===== config.mk =====
export PLATFORM = sky130hd
export DESIGN_NAME = mem_bus_arbiter_flat
export DESIGN_NICKNAME = d
export VERILOG_FILES = /design/src/rtl/mem_bus_arbiter_if.sv /design/src/rtl/mem_bus_arbiter.sv /design/src/flat_wrapper.sv
export SDC_FILE = /design/constraint.sdc
export NUM_CORES = 1
export LEC_CHECK = 0
export CAP_MARGIN = 20
export CORE_UTILIZATION = 43
export CTS_CLUSTER_DIAMETER = 150
export CTS_CLUSTER_SIZE = 30
export DETAILED_ROUTE_END_ITERATION = 16
export MAX_ROUTING_LAYER = met4
export PLACE_DENSITY_LB_ADDON = 0.2
export SKIP_LAST_GASP = 1
export SYNTH_ARGS = -nofsm -noshare
export SYNTH_HDL_FRONTEND = slang
export SYNTH_SLANG_ARGS = --single-unit

===== constraint.sdc =====
create_clock -name clk -period 6.7 [get_ports clk]
set_clock_uncertainty 0.2 [all_clocks]
set_input_delay 1.005 -clock clk [delete_from_list [all_inputs] [get_ports clk]]
set_output_delay 1.005 -clock clk [all_outputs]
set_load 0.01 [all_outputs]

===== src/rtl/mem_bus_arbiter_if.sv =====
// ----------------------------------------------------------------------------
// mem_bus_arbiter_if
// Groups the signals of the two-master memory bus arbiter:
//   Master 0 (CPU data port) and master 1 (UART loader) handshake:
//     mX_req, mX_addr, mX_wdata, mX_we     requester -> arbiter
//     mX_gnt, mX_ack, mX_err, mX_rdata     arbiter -> requester
//   Shared decoder-side bus:
//     bus_valid, bus_addr, bus_wdata, bus_we, bus_re   arbiter -> decoder
//     bus_rdata                                        decoder -> arbiter
// The slave modport is the arbiter's view. The master modport is the view of
// whatever sits around it: both requesters and the ROM/RAM/UART mux.
// ----------------------------------------------------------------------------
interface mem_bus_arbiter_if;

   logic        m0_req;
   logic        m1_req;
   logic [31:0] m0_addr;
   logic [31:0] m1_addr;
   logic [31:0] m0_wdata;
   logic [31:0] m1_wdata;
   logic        m0_we;
   logic        m1_we;

   logic        m0_gnt;
   logic        m1_gnt;
   logic        m0_ack;
   logic        m1_ack;
   logic        m0_err;
   logic        m1_err;
   logic [31:0] m0_rdata;
   logic [31:0] m1_rdata;

   logic        bus_valid;
   logic [31:0] bus_addr;
   logic [31:0] bus_wdata;
   logic        bus_we;
   logic        bus_re;
   logic [31:0] bus_rdata;

   // Arbiter side: takes requests and decoder read data, drives everything else.
   modport slave (
      input  m0_req, m1_req, m0_addr, m1_addr, m0_wdata, m1_wdata, m0_we, m1_we,
      input  bus_rdata,
      output m0_gnt, m1_gnt, m0_ack, m1_ack, m0_err, m1_err, m0_rdata, m1_rdata,
      output bus_valid, bus_addr, bus_wdata, bus_we, bus_re
   );

   // Environment side: requesters and the decoder mux.
   modport master (
      output m0_req, m1_req, m0_addr, m1_addr, m0_wdata, m1_wdata, m0_we, m1_we,
      output bus_rdata,
      input  m0_gnt, m1_gnt, m0_ack, m1_ack, m0_err, m1_err, m0_rdata, m1_rdata,
      input  bus_valid, bus_addr, bus_wdata, bus_we, bus_re
   );

endinterface


===== src/rtl/mem_bus_arbiter.sv =====
// ----------------------------------------------------------------------------
// mem_bus_arbiter
// Round-robin arbiter and access sequencer for the shared memory-mapped bus
// (ROM 0x000-0x3FF, RAM 0x400-0x4FF, UART data 0x500, UART status 0x504).
// Ports:
//   clk    system clock, rising edge
//   reset  asynchronous, active-high reset
//   bif    mem_bus_arbiter_if.slave: both master handshakes plus the
//          decoder-side bus (see the interface file for the signal list)
// Parameters:
//   WAIT_CYCLES  extra ACCESS cycles beyond the first (0-15)
//   PARK_ADDR    value on bus_addr whenever the bus is not in ACCESS
// Every output comes straight from a flop.
// ----------------------------------------------------------------------------
module mem_bus_arbiter #(
   parameter int unsigned WAIT_CYCLES = 1,
   parameter logic [31:0] PARK_ADDR   = 32'h0
) (
   input logic              clk,
   input logic              reset,
   mem_bus_arbiter_if.slave bif
);

   typedef enum logic [1:0] {
      IDLE   = 2'd0,
      ACCESS = 2'd1,
      RESP   = 2'd2
   } state_t;

   localparam logic [3:0] WAIT_LOAD = 4'(WAIT_CYCLES);

   state_t      state_q;
   logic        lastGrant_q;
   logic        owner_q;
   logic        we_q;
   logic [31:0] addr_q;
   logic [31:0] wdata_q;
   logic [3:0]  count_q;

   logic        m0Gnt_q;
   logic        m1Gnt_q;
   logic        m0Ack_q;
   logic        m1Ack_q;
   logic        m0Err_q;
   logic        m1Err_q;
   logic [31:0] m0Rdata_q;
   logic [31:0] m1Rdata_q;
   logic        busValid_q;
   logic [31:0] busAddr_q;
   logic [31:0] busWdata_q;
   logic        busWe_q;
   logic        busRe_q;

   logic        grantM1_d;
   logic [31:0] addr_d;
   logic [31:0] wdata_d;
   logic        we_d;
   logic        legal_d;

   // An access is legal when it hits one of the four mapped regions exactly.
   // The UART registers are single words, so only their base byte address
   // is accepted, and ROM is read-only.
   function automatic logic isLegal(input logic [31:0] a, input logic w);
      logic ok;
      ok = 1'b0;
      if (a <= 32'h0000_03FF) begin
         ok = !w;
      end else if (a <= 32'h0000_04FF) begin
         ok = 1'b1;
      end else if ((a == 32'h0000_0500) || (a == 32'h0000_0504)) begin
         ok = 1'b1;
      end
      return ok;
   endfunction

   // Arbitration choice for the IDLE cycle. lastGrant_q is 1 when master 1
   // had the bus last, so on a tie master 1 wins only if master 0 went last.
   // The winner's request fields are muxed here so they can be latched and
   // legality-checked in the same edge as the grant.
   always_comb begin
      grantM1_d = bif.m1_req && (!bif.m0_req || !lastGrant_q);
      addr_d    = grantM1_d ? bif.m1_addr  : bif.m0_addr;
      wdata_d   = grantM1_d ? bif.m1_wdata : bif.m0_wdata;
      we_d      = grantM1_d ? bif.m1_we    : bif.m0_we;
      legal_d   = isLegal(addr_d, we_d);
   end

   // Main sequencer. IDLE grants and either starts a bus access or, for an
   // illegal request, jumps straight to RESP with an error. ACCESS counts the
   // wait cycles down; the strobes are raised on the edge that enters the
   // last ACCESS cycle so they are high for exactly that cycle, and read data
   // is captured on the edge that leaves it. RESP pulses ack for one cycle
   // while the grant is still visible, then the bus returns to IDLE where a
   // still-held request is re-arbitrated.
   always_ff @(posedge clk or posedge reset) begin
      if (reset) begin
         state_q     <= IDLE;
         lastGrant_q <= 1'b1;
         owner_q     <= 1'b0;
         we_q        <= 1'b0;
         addr_q      <= 32'h0;
         wdata_q     <= 32'h0;
         count_q     <= 4'd0;
         m0Gnt_q     <= 1'b0;
         m1Gnt_q     <= 1'b0;
         m0Ack_q     <= 1'b0;
         m1Ack_q     <= 1'b0;
         m0Err_q     <= 1'b0;
         m1Err_q     <= 1'b0;
         m0Rdata_q   <= 32'h0;
         m1Rdata_q   <= 32'h0;
         busValid_q  <= 1'b0;
         busAddr_q   <= PARK_ADDR;
         busWdata_q  <= 32'h0;
         busWe_q     <= 1'b0;
         busRe_q     <= 1'b0;
      end else begin
         case (state_q)
            IDLE: begin
               if (bif.m0_req || bif.m1_req) begin
                  owner_q     <= grantM1_d;
                  lastGrant_q <= grantM1_d;
                  addr_q      <= addr_d;
                  wdata_q     <= wdata_d;
                  we_q        <= we_d;
                  m0Gnt_q     <= !grantM1_d;
                  m1Gnt_q     <= grantM1_d;
                  if (legal_d) begin
                     state_q    <= ACCESS;
                     count_q    <= WAIT_LOAD;
                     busValid_q <= 1'b1;
                     busAddr_q  <= addr_d;
                     busWdata_q <= wdata_d;
                     if (WAIT_LOAD == 4'd0) begin
                        busWe_q <= we_d;
                        busRe_q <= !we_d;
                     end
                  end else begin
                     state_q <= RESP;
                     if (grantM1_d) begin
                        m1Ack_q   <= 1'b1;
                        m1Err_q   <= 1'b1;
                        m1Rdata_q <= 32'h0;
                     end else begin
                        m0Ack_q   <= 1'b1;
                        m0Err_q   <= 1'b1;
                        m0Rdata_q <= 32'h0;
                     end
                  end
               end
            end

            ACCESS: begin
               if (count_q == 4'd0) begin
                  state_q    <= RESP;
                  busValid_q <= 1'b0;
                  busWe_q    <= 1'b0;
                  busRe_q    <= 1'b0;
                  busAddr_q  <= PARK_ADDR;
                  busWdata_q <= 32'h0;
                  if (owner_q) begin
                     m1Ack_q <= 1'b1;
                     m1Err_q <= 1'b0;
                     if (!we_q) begin
                        m1Rdata_q <= bif.bus_rdata;
                     end
                  end else begin
                     m0Ack_q <= 1'b1;
                     m0Err_q <= 1'b0;
                     if (!we_q) begin
                        m0Rdata_q <= bif.bus_rdata;
                     end
                  end
               end else begin
                  count_q <= count_q - 4'd1;
                  if (count_q == 4'd1) begin
                     busWe_q <= we_q;
                     busRe_q <= !we_q;
                  end
               end
            end

            RESP: begin
               state_q <= IDLE;
               m0Gnt_q <= 1'b0;
               m1Gnt_q <= 1'b0;
               m0Ack_q <= 1'b0;
               m1Ack_q <= 1'b0;
               m0Err_q <= 1'b0;
               m1Err_q <= 1'b0;
            end

            default: begin
               state_q <= IDLE;
            end
         endcase
      end
   end

   // Registered state drives the interface directly.
   assign bif.m0_gnt    = m0Gnt_q;
   assign bif.m1_gnt    = m1Gnt_q;
   assign bif.m0_ack    = m0Ack_q;
   assign bif.m1_ack    = m1Ack_q;
   assign bif.m0_err    = m0Err_q;
   assign bif.m1_err    = m1Err_q;
   assign bif.m0_rdata  = m0Rdata_q;
   assign bif.m1_rdata  = m1Rdata_q;
   assign bif.bus_valid = busValid_q;
   assign bif.bus_addr  = busAddr_q;
   assign bif.bus_wdata = busWdata_q;
   assign bif.bus_we    = busWe_q;
   assign bif.bus_re    = busRe_q;

endmodule


===== src/flat_wrapper.sv =====
// flat-port wrapper written by rule: the top's interface ports become plain ports
module mem_bus_arbiter_flat 
#(
   parameter int unsigned WAIT_CYCLES = 1,
   parameter logic [31:0] PARK_ADDR   = 32'h0
)
  (clk, reset, bif_m0_req, bif_m1_req, bif_m0_addr, bif_m1_addr, bif_m0_wdata, bif_m1_wdata, bif_m0_we, bif_m1_we, bif_bus_rdata, bif_m0_gnt, bif_m1_gnt, bif_m0_ack, bif_m1_ack, bif_m0_err, bif_m1_err, bif_m0_rdata, bif_m1_rdata, bif_bus_valid, bif_bus_addr, bif_bus_wdata, bif_bus_we, bif_bus_re);
  mem_bus_arbiter_if bif_i ();
  input logic clk;
  input logic reset;
  input wire logic [$bits(bif_i.m0_req)-1:0] bif_m0_req;
  input wire logic [$bits(bif_i.m1_req)-1:0] bif_m1_req;
  input wire logic [$bits(bif_i.m0_addr)-1:0] bif_m0_addr;
  input wire logic [$bits(bif_i.m1_addr)-1:0] bif_m1_addr;
  input wire logic [$bits(bif_i.m0_wdata)-1:0] bif_m0_wdata;
  input wire logic [$bits(bif_i.m1_wdata)-1:0] bif_m1_wdata;
  input wire logic [$bits(bif_i.m0_we)-1:0] bif_m0_we;
  input wire logic [$bits(bif_i.m1_we)-1:0] bif_m1_we;
  input wire logic [$bits(bif_i.bus_rdata)-1:0] bif_bus_rdata;
  output wire logic [$bits(bif_i.m0_gnt)-1:0] bif_m0_gnt;
  output wire logic [$bits(bif_i.m1_gnt)-1:0] bif_m1_gnt;
  output wire logic [$bits(bif_i.m0_ack)-1:0] bif_m0_ack;
  output wire logic [$bits(bif_i.m1_ack)-1:0] bif_m1_ack;
  output wire logic [$bits(bif_i.m0_err)-1:0] bif_m0_err;
  output wire logic [$bits(bif_i.m1_err)-1:0] bif_m1_err;
  output wire logic [$bits(bif_i.m0_rdata)-1:0] bif_m0_rdata;
  output wire logic [$bits(bif_i.m1_rdata)-1:0] bif_m1_rdata;
  output wire logic [$bits(bif_i.bus_valid)-1:0] bif_bus_valid;
  output wire logic [$bits(bif_i.bus_addr)-1:0] bif_bus_addr;
  output wire logic [$bits(bif_i.bus_wdata)-1:0] bif_bus_wdata;
  output wire logic [$bits(bif_i.bus_we)-1:0] bif_bus_we;
  output wire logic [$bits(bif_i.bus_re)-1:0] bif_bus_re;
  assign bif_i.m0_req = bif_m0_req;
  assign bif_i.m1_req = bif_m1_req;
  assign bif_i.m0_addr = bif_m0_addr;
  assign bif_i.m1_addr = bif_m1_addr;
  assign bif_i.m0_wdata = bif_m0_wdata;
  assign bif_i.m1_wdata = bif_m1_wdata;
  assign bif_i.m0_we = bif_m0_we;
  assign bif_i.m1_we = bif_m1_we;
  assign bif_i.bus_rdata = bif_bus_rdata;
  assign bif_m0_gnt = bif_i.m0_gnt;
  assign bif_m1_gnt = bif_i.m1_gnt;
  assign bif_m0_ack = bif_i.m0_ack;
  assign bif_m1_ack = bif_i.m1_ack;
  assign bif_m0_err = bif_i.m0_err;
  assign bif_m1_err = bif_i.m1_err;
  assign bif_m0_rdata = bif_i.m0_rdata;
  assign bif_m1_rdata = bif_i.m1_rdata;
  assign bif_bus_valid = bif_i.bus_valid;
  assign bif_bus_addr = bif_i.bus_addr;
  assign bif_bus_wdata = bif_i.bus_wdata;
  assign bif_bus_we = bif_i.bus_we;
  assign bif_bus_re = bif_i.bus_re;
  mem_bus_arbiter #(.WAIT_CYCLES(WAIT_CYCLES), .PARK_ADDR(PARK_ADDR)) u_core (.clk(clk), .reset(reset), .bif(bif_i));
endmodule

==> results.tsv <==
metric	value	unit
CP startpoint kind	primary input	
Setup CP Type	primary input to register	
Fin Setup TNS	0	ps
Tot Pwr	0.00255	W
max-cap violations	0	
grt peak-use layer	met2	
Via Count	5174	
post-detail-place hpwl	13700	um
Pleak	4.69	nW
most frequent CP cell	or2_2	
synthesized area per cell	13.9	um^2
worst-path maximum fanout	45	
Post-CTS Setup Inserts	0	
status	finished clean	
Yosys warning total	0	
Hold Vio Cnt, Final	0	
area growth from synthesis to layout	54.5	%
initial DRC count	204	
Sw Share	0.258	
layout cells sized above 1	0.141	
Chip Width	129	um
row count	45	
Post-Syn Instances	498	
DRT Pass-1 Iters	4	
Syn Std Cell Area	6910	um^2
H-tree depth	4	
first-pass GRT wire length	29500	um
largest stage delay on the critical path	820	ps
most numerous cell in the Yosys netlist	dfrtp_1	
CP top delay family	compound AO/OA/AOI/OAI gates	
TritonCTS clock tree	yes	
Yosys cell types	52	
gr usage total	0.244	
Core Region	15400	um^2
Setup-failing EPs final	0	
sw power	0.000658	W
setup ws final	2760	ps
top cells by count, synth	dfrtp_1, and2_1, mux2i_1	
initial antenna violation count	0	
sequential area share after synthesis	0.529	
Worst EP arrival	4080	ps
syn_nets	671	
post-layout min period	3940	ps
DP Worst Slack	2310	ps
Worst Setup End Kind	register	
Flop pwr share	0.370	
pin count of the biggest net entering global routing	96	
CTS Sinks	146	
DR WL/cell	18.7	um
fmax	0.254	GHz
Buffers on Ports	302	
crit path buf inv count	2	
Routed WL	19100	um
vias in the first global route	5546	
met2 Usage GRT	0.424	
cts hold-fix bufs	0	
post-route ant nets	0	
nets@finish	968	
Combinational Power Share	0.209	
Placer Congestion	0.801	
Slew Viols, Final	0	
# resized after CTS	0	
Synth area leader	dfrtp_1	
unrepaired setup endpoints after global routing	no	
Req. time, crit path	6840	ps
Final Cycle Share	0.589	
gr ovfl total	0	
Peak VDD IR	0.000223	V
grt met3 use	0.0653	
Worst-Skew Late Latency	420	ps
Synth Register Bits	146	
Synth top area share	0.525	
worst slew pin tran	927	ps
Max transition margin	0.382	
Top FF cell, synth	dfrtp_1	
Inserted Clock Buffers	17	
DIE HEIGHT	129	um
Starting Density	0.448	
Internal Power	0.00189	W
clock share of power	0.422	
root buffer cell	clkbuf_16	
Post-synth EDFFs	0	
Residual DRC	0	
Max Root-Sink Buffers	2	
top cells by area, synth	dfrtp_1, o2bb2ai_2, mux2i_1	
Reg clk slew, reported paths	60	ps
Ant. Diodes	0	
IO Count	303	
slowest cell on the critical path	or2_2	
grt met1 use	0.267	
critical-path cell list	clkdlybuf4s50_1, a21boi_4, or2_2, o32ai_1, a32oi_1, or2_2, buf_4, o2bb2ai_2	
vias per cell	5.08	
PwrDens	239	nW/um^2
hold crit path type	register to register	
Die ar.	16600	um^2
Synth async-reset ratio	1.00	
stage by stage:
step	cells	hold WS [ps]	util	area [um^2]
6_report	1018	280	0.692	10700
5_1_grt	1018	303	0.692	10700
4_1_cts	1018	287	0.692	10700
3_5_place_dp	987	271	0.649	10000
3_3_place_gp	987	268	0.649	10000
2_1_floorplan	498	273	-	6910
final cells by class:
cell class	instances	area, um^2
multi-input combinational	311	2970
clock buffer	21	460
tap	211	264
inverter	10	42.5
sequential	146	3650
clock inverter	10	205
timing repair buffer	309	3080
fill	1113	4750
sequential cells by signal (all words and copies together), names as in the netlist, 2 cells and up:
name                  count
u_core.bif.bus_addr      32
u_core.bif.bus_wdata     32
u_core.bif.m0_rdata      32
u_core.bif.m1_rdata      32
u_core.count_q            4
u_core.state_q            2
worst paths after layout:
path / from / to / slack [ps] / cells past startpoint
min in group asynchronous: reset / u_core.bif.bus_addr[30]$_DFFE_PP0P_ / 940 / 2
hold / removal: u_core.bif.m0_rdata[28]$_DFFE_PP0P_ / u_core.bif.m0_rdata[28]$_DFFE_PP0P_ / 280 / 1
max in group asynchronous: reset / u_core.bif.bus_addr[17]$_DFFE_PP0P_ / 4120 / 3
hold reg to reg: u_core.bif.m0_rdata[28]$_DFFE_PP0P_ / u_core.bif.m0_rdata[28]$_DFFE_PP0P_ / 280 / 1
setup / recovery: bif_m1_req / u_core.bif.bus_addr[3]$_DFFE_PP0P_ / 2760 / 8
setup reg to reg: u_core.state_q[1]$_DFFE_PP0P_ / u_core.bif.m0_rdata[27]$_DFFE_PP0P_ / 3330 / 9
power by group through the flow:
stage                     clock network [W]  logic, W  registers [W]
after floorplan                           0  0.000365       0.000959
after global placement                    0  0.000527       0.000956
after detailed placement                  0  0.000536       0.000958
after CTS                           0.00109  0.000535       0.000942
after global routing                0.00113  0.000570       0.000947
final                               0.00108  0.000532       0.000943
kinds of logic (layout without fill, tap and decap cells):
group                    Yosys count  count (layout)  share of synthesized area
flip-flops                       146             146                      0.529
multiplexers                     115             115                      0.195
AND/OR/NAND/NOR                  109             109                     0.0932
AO/OA/AOI/OAI                     80              80                      0.128
buffers and inverters             41             350                     0.0429
adder cells (fa/ha/maj)            7               7                     0.0127
per-layer routing:
metal,wire [um],vias up,share of wire
li1,-,2391,-
met1,7240,2555,0.38
met2,10000,197,0.53
met3,1410,31,0.074
met4,384,0,0.020
met5,0,-,0
layout by cell type (no fill, tap or decap), types with 9 or more instances in the layout:
| master | n |
|---|---|
| nand2_1 | 13 |
| clkdlybuf4s50_1 | 302 |
| clkbuf_16 | 17 |
| nor4_1 | 13 |
| and2_1 | 54 |
| mux2_4 | 30 |
| inv_1 | 9 |
| mux2i_1 | 49 |
| dfrtp_1 | 145 |
| mux2_1 | 36 |
| o2bb2ai_2 | 38 |
Note: power is estimated with default switching activity, not from simulation.
